[src/rtl/dcache_wb_ctrl_if.sv]
// AXI write-channel bundle (AW, W, B) between the write-back controller and memory.
// The master side issues the address, data and response-ready signals.
interface dcache_wb_ctrl_if;
  logic [31:0] awaddr;
  logic [7:0]  awlen;
  logic [2:0]  awsize;
  logic        awvalid;
  logic        awready;
  logic [31:0] wdata;
  logic [3:0]  wstrb;
  logic        wlast;
  logic        wvalid;
  logic        wready;
  logic        bvalid;
  logic        bready;

  modport master (
    output awaddr, awlen, awsize, awvalid,
    input  awready,
    output wdata, wstrb, wlast, wvalid,
    input  wready,
    input  bvalid,
    output bready
  );

  modport slave (
    input  awaddr, awlen, awsize, awvalid,
    output awready,
    input  wdata, wstrb, wlast, wvalid,
    output wready,
    output bvalid,
    input  bready
  );
endinterface

[src/rtl/dcache_wb_ctrl.sv]
// D-cache victim write-back controller: buffers one dirty line, then writes it out
// as a single AXI INCR burst, with a hazard check against the buffered line.
module dcache_wb_ctrl #(
  parameter int LINE_WORDS  = 8,
  parameter int OFFSET_BITS = 5
) (
  input  logic                   clk,
  input  logic                   rst,
  input  logic                   in_valid,
  output logic                   in_ready,
  input  logic [31:0]            in_addr,
  input  logic [31:0]            in_wdata,
  input  logic [31:0]            chk_addr,
  output logic                   chk_hit,
  output logic                   busy,
  dcache_wb_ctrl_if.master       axi
);

  localparam int                CW        = $clog2(LINE_WORDS);
  localparam logic [CW-1:0]     LAST_IDX  = CW'(LINE_WORDS - 1);
  localparam logic [31:0]       LINE_MASK = ~((32'd1 << OFFSET_BITS) - 32'd1);

  typedef enum logic [2:0] {IDLE, FILL, AW, W, B} state_t;

  state_t        state_reg;
  logic [CW-1:0] count_reg;
  logic [CW-1:0] index_reg;
  logic [31:0]   line_addr_reg;
  logic          in_ready_reg;
  logic          busy_reg;
  logic          awvalid_reg;
  logic          wvalid_reg;
  logic          wlast_reg;
  logic          bready_reg;
  logic [31:0]   wdata_reg;

  logic [31:0]   buf_mem [LINE_WORDS];
  logic          buf_we;
  logic [CW-1:0] buf_waddr;
  logic [CW-1:0] buf_raddr;
  logic [CW-1:0] index_next;

  assign index_next = index_reg + CW'(1);

  // Read address runs one beat ahead so the registered read lands on the cycle the beat is shown.
  always_comb begin
    buf_we    = in_valid & in_ready_reg;
    buf_waddr = count_reg;
    buf_raddr = index_reg;
    if (state_reg == AW) begin
      buf_raddr = '0;
    end else if (state_reg == W && axi.wready && index_reg != LAST_IDX) begin
      buf_raddr = index_next;
    end
  end

  always_ff @(posedge clk) begin
    if (buf_we) begin
      buf_mem[buf_waddr] <= in_wdata;
    end
    wdata_reg <= buf_mem[buf_raddr];
  end

  always_ff @(posedge clk) begin
    if (rst) begin
      state_reg     <= IDLE;
      count_reg     <= '0;
      index_reg     <= '0;
      line_addr_reg <= '0;
      in_ready_reg  <= 1'b1;
      busy_reg      <= 1'b0;
      awvalid_reg   <= 1'b0;
      wvalid_reg    <= 1'b0;
      wlast_reg     <= 1'b0;
      bready_reg    <= 1'b0;
    end else begin
      case (state_reg)
        IDLE: begin
          if (in_valid) begin
            line_addr_reg <= in_addr & LINE_MASK;
            count_reg     <= CW'(1);
            busy_reg      <= 1'b1;
            state_reg     <= FILL;
          end
        end
        FILL: begin
          if (in_valid) begin
            if (count_reg == LAST_IDX) begin
              count_reg    <= '0;
              in_ready_reg <= 1'b0;
              awvalid_reg  <= 1'b1;
              state_reg    <= AW;
            end else begin
              count_reg <= count_reg + CW'(1);
            end
          end
        end
        AW: begin
          if (axi.awready) begin
            awvalid_reg <= 1'b0;
            wvalid_reg  <= 1'b1;
            index_reg   <= '0;
            wlast_reg   <= (LAST_IDX == '0);
            state_reg   <= W;
          end
        end
        W: begin
          if (axi.wready) begin
            if (index_reg == LAST_IDX) begin
              wvalid_reg <= 1'b0;
              wlast_reg  <= 1'b0;
              bready_reg <= 1'b1;
              index_reg  <= '0;
              state_reg  <= B;
            end else begin
              index_reg <= index_next;
              wlast_reg <= (index_next == LAST_IDX);
            end
          end
        end
        B: begin
          if (axi.bvalid) begin
            bready_reg   <= 1'b0;
            busy_reg     <= 1'b0;
            in_ready_reg <= 1'b1;
            state_reg    <= IDLE;
          end
        end
        default: begin
          state_reg <= IDLE;
        end
      endcase
    end
  end

  assign in_ready    = in_ready_reg;
  assign busy        = busy_reg;
  assign chk_hit     = busy_reg & (((chk_addr ^ line_addr_reg) & LINE_MASK) == 32'd0);

  assign axi.awaddr  = line_addr_reg;
  assign axi.awlen   = 8'(LINE_WORDS - 1);
  assign axi.awsize  = 3'b010;
  assign axi.awvalid = awvalid_reg;
  assign axi.wdata   = wdata_reg;
  assign axi.wstrb   = 4'b1111;
  assign axi.wlast   = wlast_reg;
  assign axi.wvalid  = wvalid_reg;
  assign axi.bready  = bready_reg;

endmodule

[src/flat_wrapper.sv]
// flat-port wrapper written by rule: the top's interface ports become plain ports
module dcache_wb_ctrl_flat 
#(
  parameter int LINE_WORDS  = 8,
  parameter int OFFSET_BITS = 5
)
  (clk, rst, in_valid, in_ready, in_addr, in_wdata, chk_addr, chk_hit, busy, axi_awaddr, axi_awlen, axi_awsize, axi_awvalid, axi_awready, axi_wdata, axi_wstrb, axi_wlast, axi_wvalid, axi_wready, axi_bvalid, axi_bready);
  dcache_wb_ctrl_if axi_i ();
  input  logic clk;
  input  logic rst;
  input  logic in_valid;
  output logic in_ready;
  input  logic [31:0] in_addr;
  input  logic [31:0] in_wdata;
  input  logic [31:0] chk_addr;
  output logic chk_hit;
  output logic busy;
  output wire logic [$bits(axi_i.awaddr)-1:0] axi_awaddr;
  output wire logic [$bits(axi_i.awlen)-1:0] axi_awlen;
  output wire logic [$bits(axi_i.awsize)-1:0] axi_awsize;
  output wire logic [$bits(axi_i.awvalid)-1:0] axi_awvalid;
  input wire logic [$bits(axi_i.awready)-1:0] axi_awready;
  output wire logic [$bits(axi_i.wdata)-1:0] axi_wdata;
  output wire logic [$bits(axi_i.wstrb)-1:0] axi_wstrb;
  output wire logic [$bits(axi_i.wlast)-1:0] axi_wlast;
  output wire logic [$bits(axi_i.wvalid)-1:0] axi_wvalid;
  input wire logic [$bits(axi_i.wready)-1:0] axi_wready;
  input wire logic [$bits(axi_i.bvalid)-1:0] axi_bvalid;
  output wire logic [$bits(axi_i.bready)-1:0] axi_bready;
  assign axi_awaddr = axi_i.awaddr;
  assign axi_awlen = axi_i.awlen;
  assign axi_awsize = axi_i.awsize;
  assign axi_awvalid = axi_i.awvalid;
  assign axi_i.awready = axi_awready;
  assign axi_wdata = axi_i.wdata;
  assign axi_wstrb = axi_i.wstrb;
  assign axi_wlast = axi_i.wlast;
  assign axi_wvalid = axi_i.wvalid;
  assign axi_i.wready = axi_wready;
  assign axi_i.bvalid = axi_bvalid;
  assign axi_bready = axi_i.bready;
  dcache_wb_ctrl #(.LINE_WORDS(LINE_WORDS), .OFFSET_BITS(OFFSET_BITS)) u_core (.clk(clk), .rst(rst), .in_valid(in_valid), .in_ready(in_ready), .in_addr(in_addr), .in_wdata(in_wdata), .chk_addr(chk_addr), .chk_hit(chk_hit), .busy(busy), .axi(axi_i));
endmodule
[config.mk]
export PLATFORM = sky130hd
export DESIGN_NAME = dcache_wb_ctrl_flat
export DESIGN_NICKNAME = d
export VERILOG_FILES = /design/src/rtl/dcache_wb_ctrl_if.sv /design/src/rtl/dcache_wb_ctrl.sv /design/src/flat_wrapper.sv
export SDC_FILE = /design/constraint.sdc
export NUM_CORES = 1
export LEC_CHECK = 0
export ABC_CLOCK_PERIOD_IN_PS = 5990
export CAP_MARGIN = 20
export CORE_MARGIN = 1.5
export CORE_UTILIZATION = 58
export DETAILED_ROUTE_END_ITERATION = 12
export GPL_ROUTABILITY_DRIVEN = 1
export GPL_TIMING_DRIVEN = 0
export PLACE_DENSITY = 0.85
export SYNTH_ARGS = -nofsm -noshare
export SYNTH_HDL_FRONTEND = slang
export SYNTH_SLANG_ARGS = --single-unit
[constraint.sdc]
create_clock -name clk -period 5.99 [get_ports clk]
set_input_delay 1.4975 -clock clk [delete_from_list [all_inputs] [get_ports clk]]
set_output_delay 1.4975 -clock clk [all_outputs]
set_load 0.02 [all_outputs]
# Yosys cells after proc, flatten, opt, wreduce, memory -nomap -nowiden
# Memories as Yosys holds them, arrays and structs flattened. A register that Yosys moved wholly into a read port is not among the register bits.
# Index checks and enable logic that the tools add are counted.
# totals
regBits	42
ramBits	256
out_inout_bits	86
wordCells	90
memories	1
# op_classes
addsub	2
eq_ne	15
n_mux	40
bitwise	3
reduce_logical	19
# mem_list
memory	depth	width	rd	rd_ports_with_merged_regs	wr	line_no	rtl
u_core.buf_mem	8	32	1	1	1	dcache_wb_ctrl.sv:37	logic [31:0] buf_mem [LINE_WORDS];
# ops
op	count
2-to-1 mux 3 bit	14
zero test 32 bit	1
XOR 32 bit	1
2-to-1 mux 1 bit	17
AND reduction 4 bit	4
case mux 3 bit (5 select lines)	1
== test 3 bit (second input constant)	4
!= test 2 bit (second input constant)	6
case mux 1 bit (2 select lines)	6
case mux 3 bit (2 select lines)	2
nonzero test 2 bit	6
AND reduction 3 bit	3
AND reduction 7 bit	1
adder 3 x 1 -> 3 bit (second input constant)	2
== test 3 x 2 -> 1 bit (second input constant)	2
== test 3 x 1 -> 1 bit (second input constant)	1
zero test 3 bit	1
!= test 3 bit (second input constant)	1
bitwise AND 1 bit	2
logical AND 1 bit	2
!= test 2 x 1 -> 1 bit (second input constant)	1
AND reduction 2 bit	1

# Logic depth before layout (Yosys ltp)
# depth
ltp_word	5
mapped_depth	11

# Worst setup path after synthesis
# No wires, ideal clock.
# synth_timing
path_kind	input-to-output
start	input port chk_addr[16]
end	output port chk_hit
arrival_time_ns	2.847
path_slack_ns	1.645
path_stages	4
n_path_buf	0
path_cell_list	xnor2_1 nand4_1 or4_1 nor4_1
# synth_via
elab_chain_len	3
# synth_lines
element	line_no	rtl
start: declaration	flat_wrapper.sv:15	input logic [31:0] chk_addr;
XOR 32 bit	dcache_wb_ctrl.sv:138	assign chk_hit = busy_reg & (((chk_addr ^ line_addr_reg) & LINE_MASK) == 32'd0);
zero test 32 bit	dcache_wb_ctrl.sv:138	
bitwise AND 1 bit	dcache_wb_ctrl.sv:138	
end: declaration	flat_wrapper.sv:16	output logic chk_hit;
# Every way passes these cells.

# Final worst setup path
# layout_timing
start	input port chk_addr[26]
end	output port chk_hit
# Same word-level chain as after synthesis.

==> impl_metrics.ini <==
[setup_path]
cp_num_buf_inv = 2
path_max_fanout = 1
cpMostUsedCell = clkdlybuf4s50_1
crit_chain = clkdlybuf4s50_1 -> xnor2_1 -> nand4_1 -> or4_1 -> nor4_1 -> clkdlybuf4s50_1
path_class = in2out
crit_family = buffers and inverters
max_stage_delay_ns = 0.66
cp-end-kind = primary output
cp.arrival_ns = 3.73
crit_slowest_cell = clkdlybuf4s50_1
cp.required_ns = 4.49
start_kind = input pin

[grt]
grt_overflow = 0
antenna_found_initial = 0
grt_max_degree = 23
track_usage_pct = 25.91
grt_pass1_vias = 8106
grt_pass1_wl_mm = 43.82

[synthesis]
async_flop_share_pct = 0
ys_seq_elements = 330
ys_types = 43
synth_flop_cell = edfxtp_1
synth_area_sq_mm = 0.01275
syn_avg_cell_area_sq_um = 14.98
netlist_instances = 851
synth_edf_count = 256
yosysWarnings = 0
ys_seq_area_share_pct = 71.91

[cells_and_area]
layout-drive-gt1-share_pct = 16.11
largest_reg_flops = 256
final_cells = 1379
finalNetCount = 1181
syn2layout_area_growth_pct = 26.25
num_antenna_cells = 0
finalInstanceArea_sq_mm = 0.01610

[floorplanning]
ios = 188
start_util_pct = 58.79
die_h_microns = 151.3
num_rows = 54
core_area_sq_mm = 0.02169
die-area_sq_mm = 0.02288
chipWidth_microns = 151.3

[timing]
post-route-period-util_pct = 87.19
worst_slack_ns = 0.7675
worst_pin_slew_ns = 0.7334
slew_viol_final = 0
slew_headroom_pct = 50.84
fmax_ghz = 0.1915
min_period_ns = 5.223
setup_violations = 0
rsz0062_at_grt = no
skew_ns = 0.01676
final-hold-violation-count = 0
hold-worst-slack_ns = 0.4636

[detailed_routing]
drtIter0Drc = 632
detail-route-antenna-nets = 0
wl_mm = 29.09
wl_per_cell_microns = 21.09
vias = 7922
viasPerCell = 5.745
first_pass_iters = 5
drc = 0

[placed_design]
placedCellCount = 1318
dp_hpwl_mm = 18.32
portBuffers = 156
globalplace.congestion = 0.8586
place_area_sq_mm = 0.01501
dp_slack_ns = 0.7683

[power_and_ir_drop]
powerDensity_mw_per_mm2 = 319.1
worst_ir_drop_vdd_mv = 0.1627
p_leak_nw = 5.581
p_total_w = 0.005137

[clock_tree]
cts-htree-levels = 2
cts_inserted_buffers = 34
hold_buffers = 0
clockRootBuffer = clkbuf_16
cts_max_path_buffers = 3
clock_latency_ns = 0.52
cts_sinks = 330
path_clk_slew_ns = 0.06
post_cts_resized = 0
post_cts_buffers = 0
cts_tree = built

[outcome]
status = finished clean

[worst_hold_path]
hp-class = reg2reg

[job]
maxCapViolations = 0
## worst paths after layout
check	slack [ns]	depth (start not counted)	to	from
setup / recovery	0.77	6	chk_hit	chk_addr[26]
hold / removal	0.46	2	u_core.axi.bready	u_core.axi.bready
setup reg to reg	2.78	9	u_core.axi.wdata[25]	u_core.index_reg[0]
hold reg to reg	0.46	2	u_core.axi.bready	u_core.axi.bready
## per-layer routing
layer | GRT usage [%] | vias to the layer above | part of all wire [%] | routed length (microns)
li1 | - | 3627 | - | -
met1 | 31.48 | 3861 | 39 | 11250
met2 | 44.98 | 391 | 51 | 14860
met3 | 6.084 | 43 | 8.4 | 2433
met4 | 9.612 | 0 | 1.9 | 547
met5 | 0 | - | 0 | 0
## cell usage after synthesis (all sizes together), types with 2 or more instances
master	n	area (sq um)
and2	2	12.52
conb	2	7.510
dfxtp	74	1481
o31ai	2	15.01
nand3	10	50.05
mux2i	32	320.3
a22oi	2	15.01
nor2b	33	206.5
o22ai	32	200.2
nor2	21	78.83
a21oi	41	205.2
nand2b	7	51.30
ha	5	62.56
o21ai	7	35.03
or3	2	12.51
inv	4	15.01
buf	41	315.3
mux2	64	720.7
nor3	5	25.02
xnor2	28	245.2
edfxtp	256	7687
nand2	74	277.8
nand4	7	43.79
a211oi	64	480.5
clkbuf	23	86.33
## area by class of cell
class | instances | area, sq um
inverters | 4 | 15.01
well taps | 280 | 350.3
fillers | 1307 | 5590
clock inverters | 14 | 150.1
multi-input cells | 471 | 3288
flip-flops and latches | 330 | 9169
repair buffers | 169 | 1783
plain buffers | 64 | 401.6
clock buffers | 47 | 940.9
## cells in the final DEF, fill, tap and decap left out, types with 9 or more instances in the layout
cell type / instances
edfxtp_1: 256
nand3_1: 10
buf_6: 16
buf_2: 9
dfxtp_1: 74
mux2i_1: 32
nand2_1: 74
clkdlybuf4s50_1: 156
nor2b_1: 33
buf_4: 22
a211oi_1: 64
o22ai_1: 32
clkbuf_16: 35
conb_1: 20
clkbuf_1: 33
xnor2_1: 28
a21oi_1: 41
mux2_2: 64
nor2_1: 15
## cell families (layout without fill, tap and decap cells)
logic type / count (synthesis) / in the layout / share of synthesized area (%)
and+or+nand+nor: 167 / 167 / 6.310
muxes: 96 / 96 / 8.164
AOI/OAI and AO/OA: 155 / 155 / 7.880
buffers and inverters: 68 / 298 / 3.268
other: 2 / 20 / 0.05890
xor gates and xnor gates: 28 / 28 / 1.923
DFF: 330 / 330 / 71.91
adders and majority gates: 5 / 5 / 0.4906
## where the power goes
| part | internal [W] | total [W] | switching (W) |
|---|---|---|---|
| clock | 0.00123 | 0.00208 | 0.000848 |
| sequential | 0.00254 | 0.00258 | 0.0000408 |
| combinational | 0.000222 | 0.000472 | 0.000250 |
| total | 0.00400 | 0.00514 | 0.00114 |
## stage by stage
step                      TNS (ns)  util, %
final                            0    74.22
after detailed placement         0    69.19
after floorplan                  0        -
after global placement      -63.56    67.92
after global routing             0    74.22
after CTS                        0    74.22
## worst register-to-register path: cells and delay by family, from the launching register on
family	cells	cell delay, ns
flip-flops	1	0.37
adder cells (fa/ha/maj)	2	0.48
buffers and inverters	1	0.53
AND/OR/NAND/NOR	2	0.33
AO/OA/AOI/OAI	4	1.38
Power figures use the tool's default switching activity.
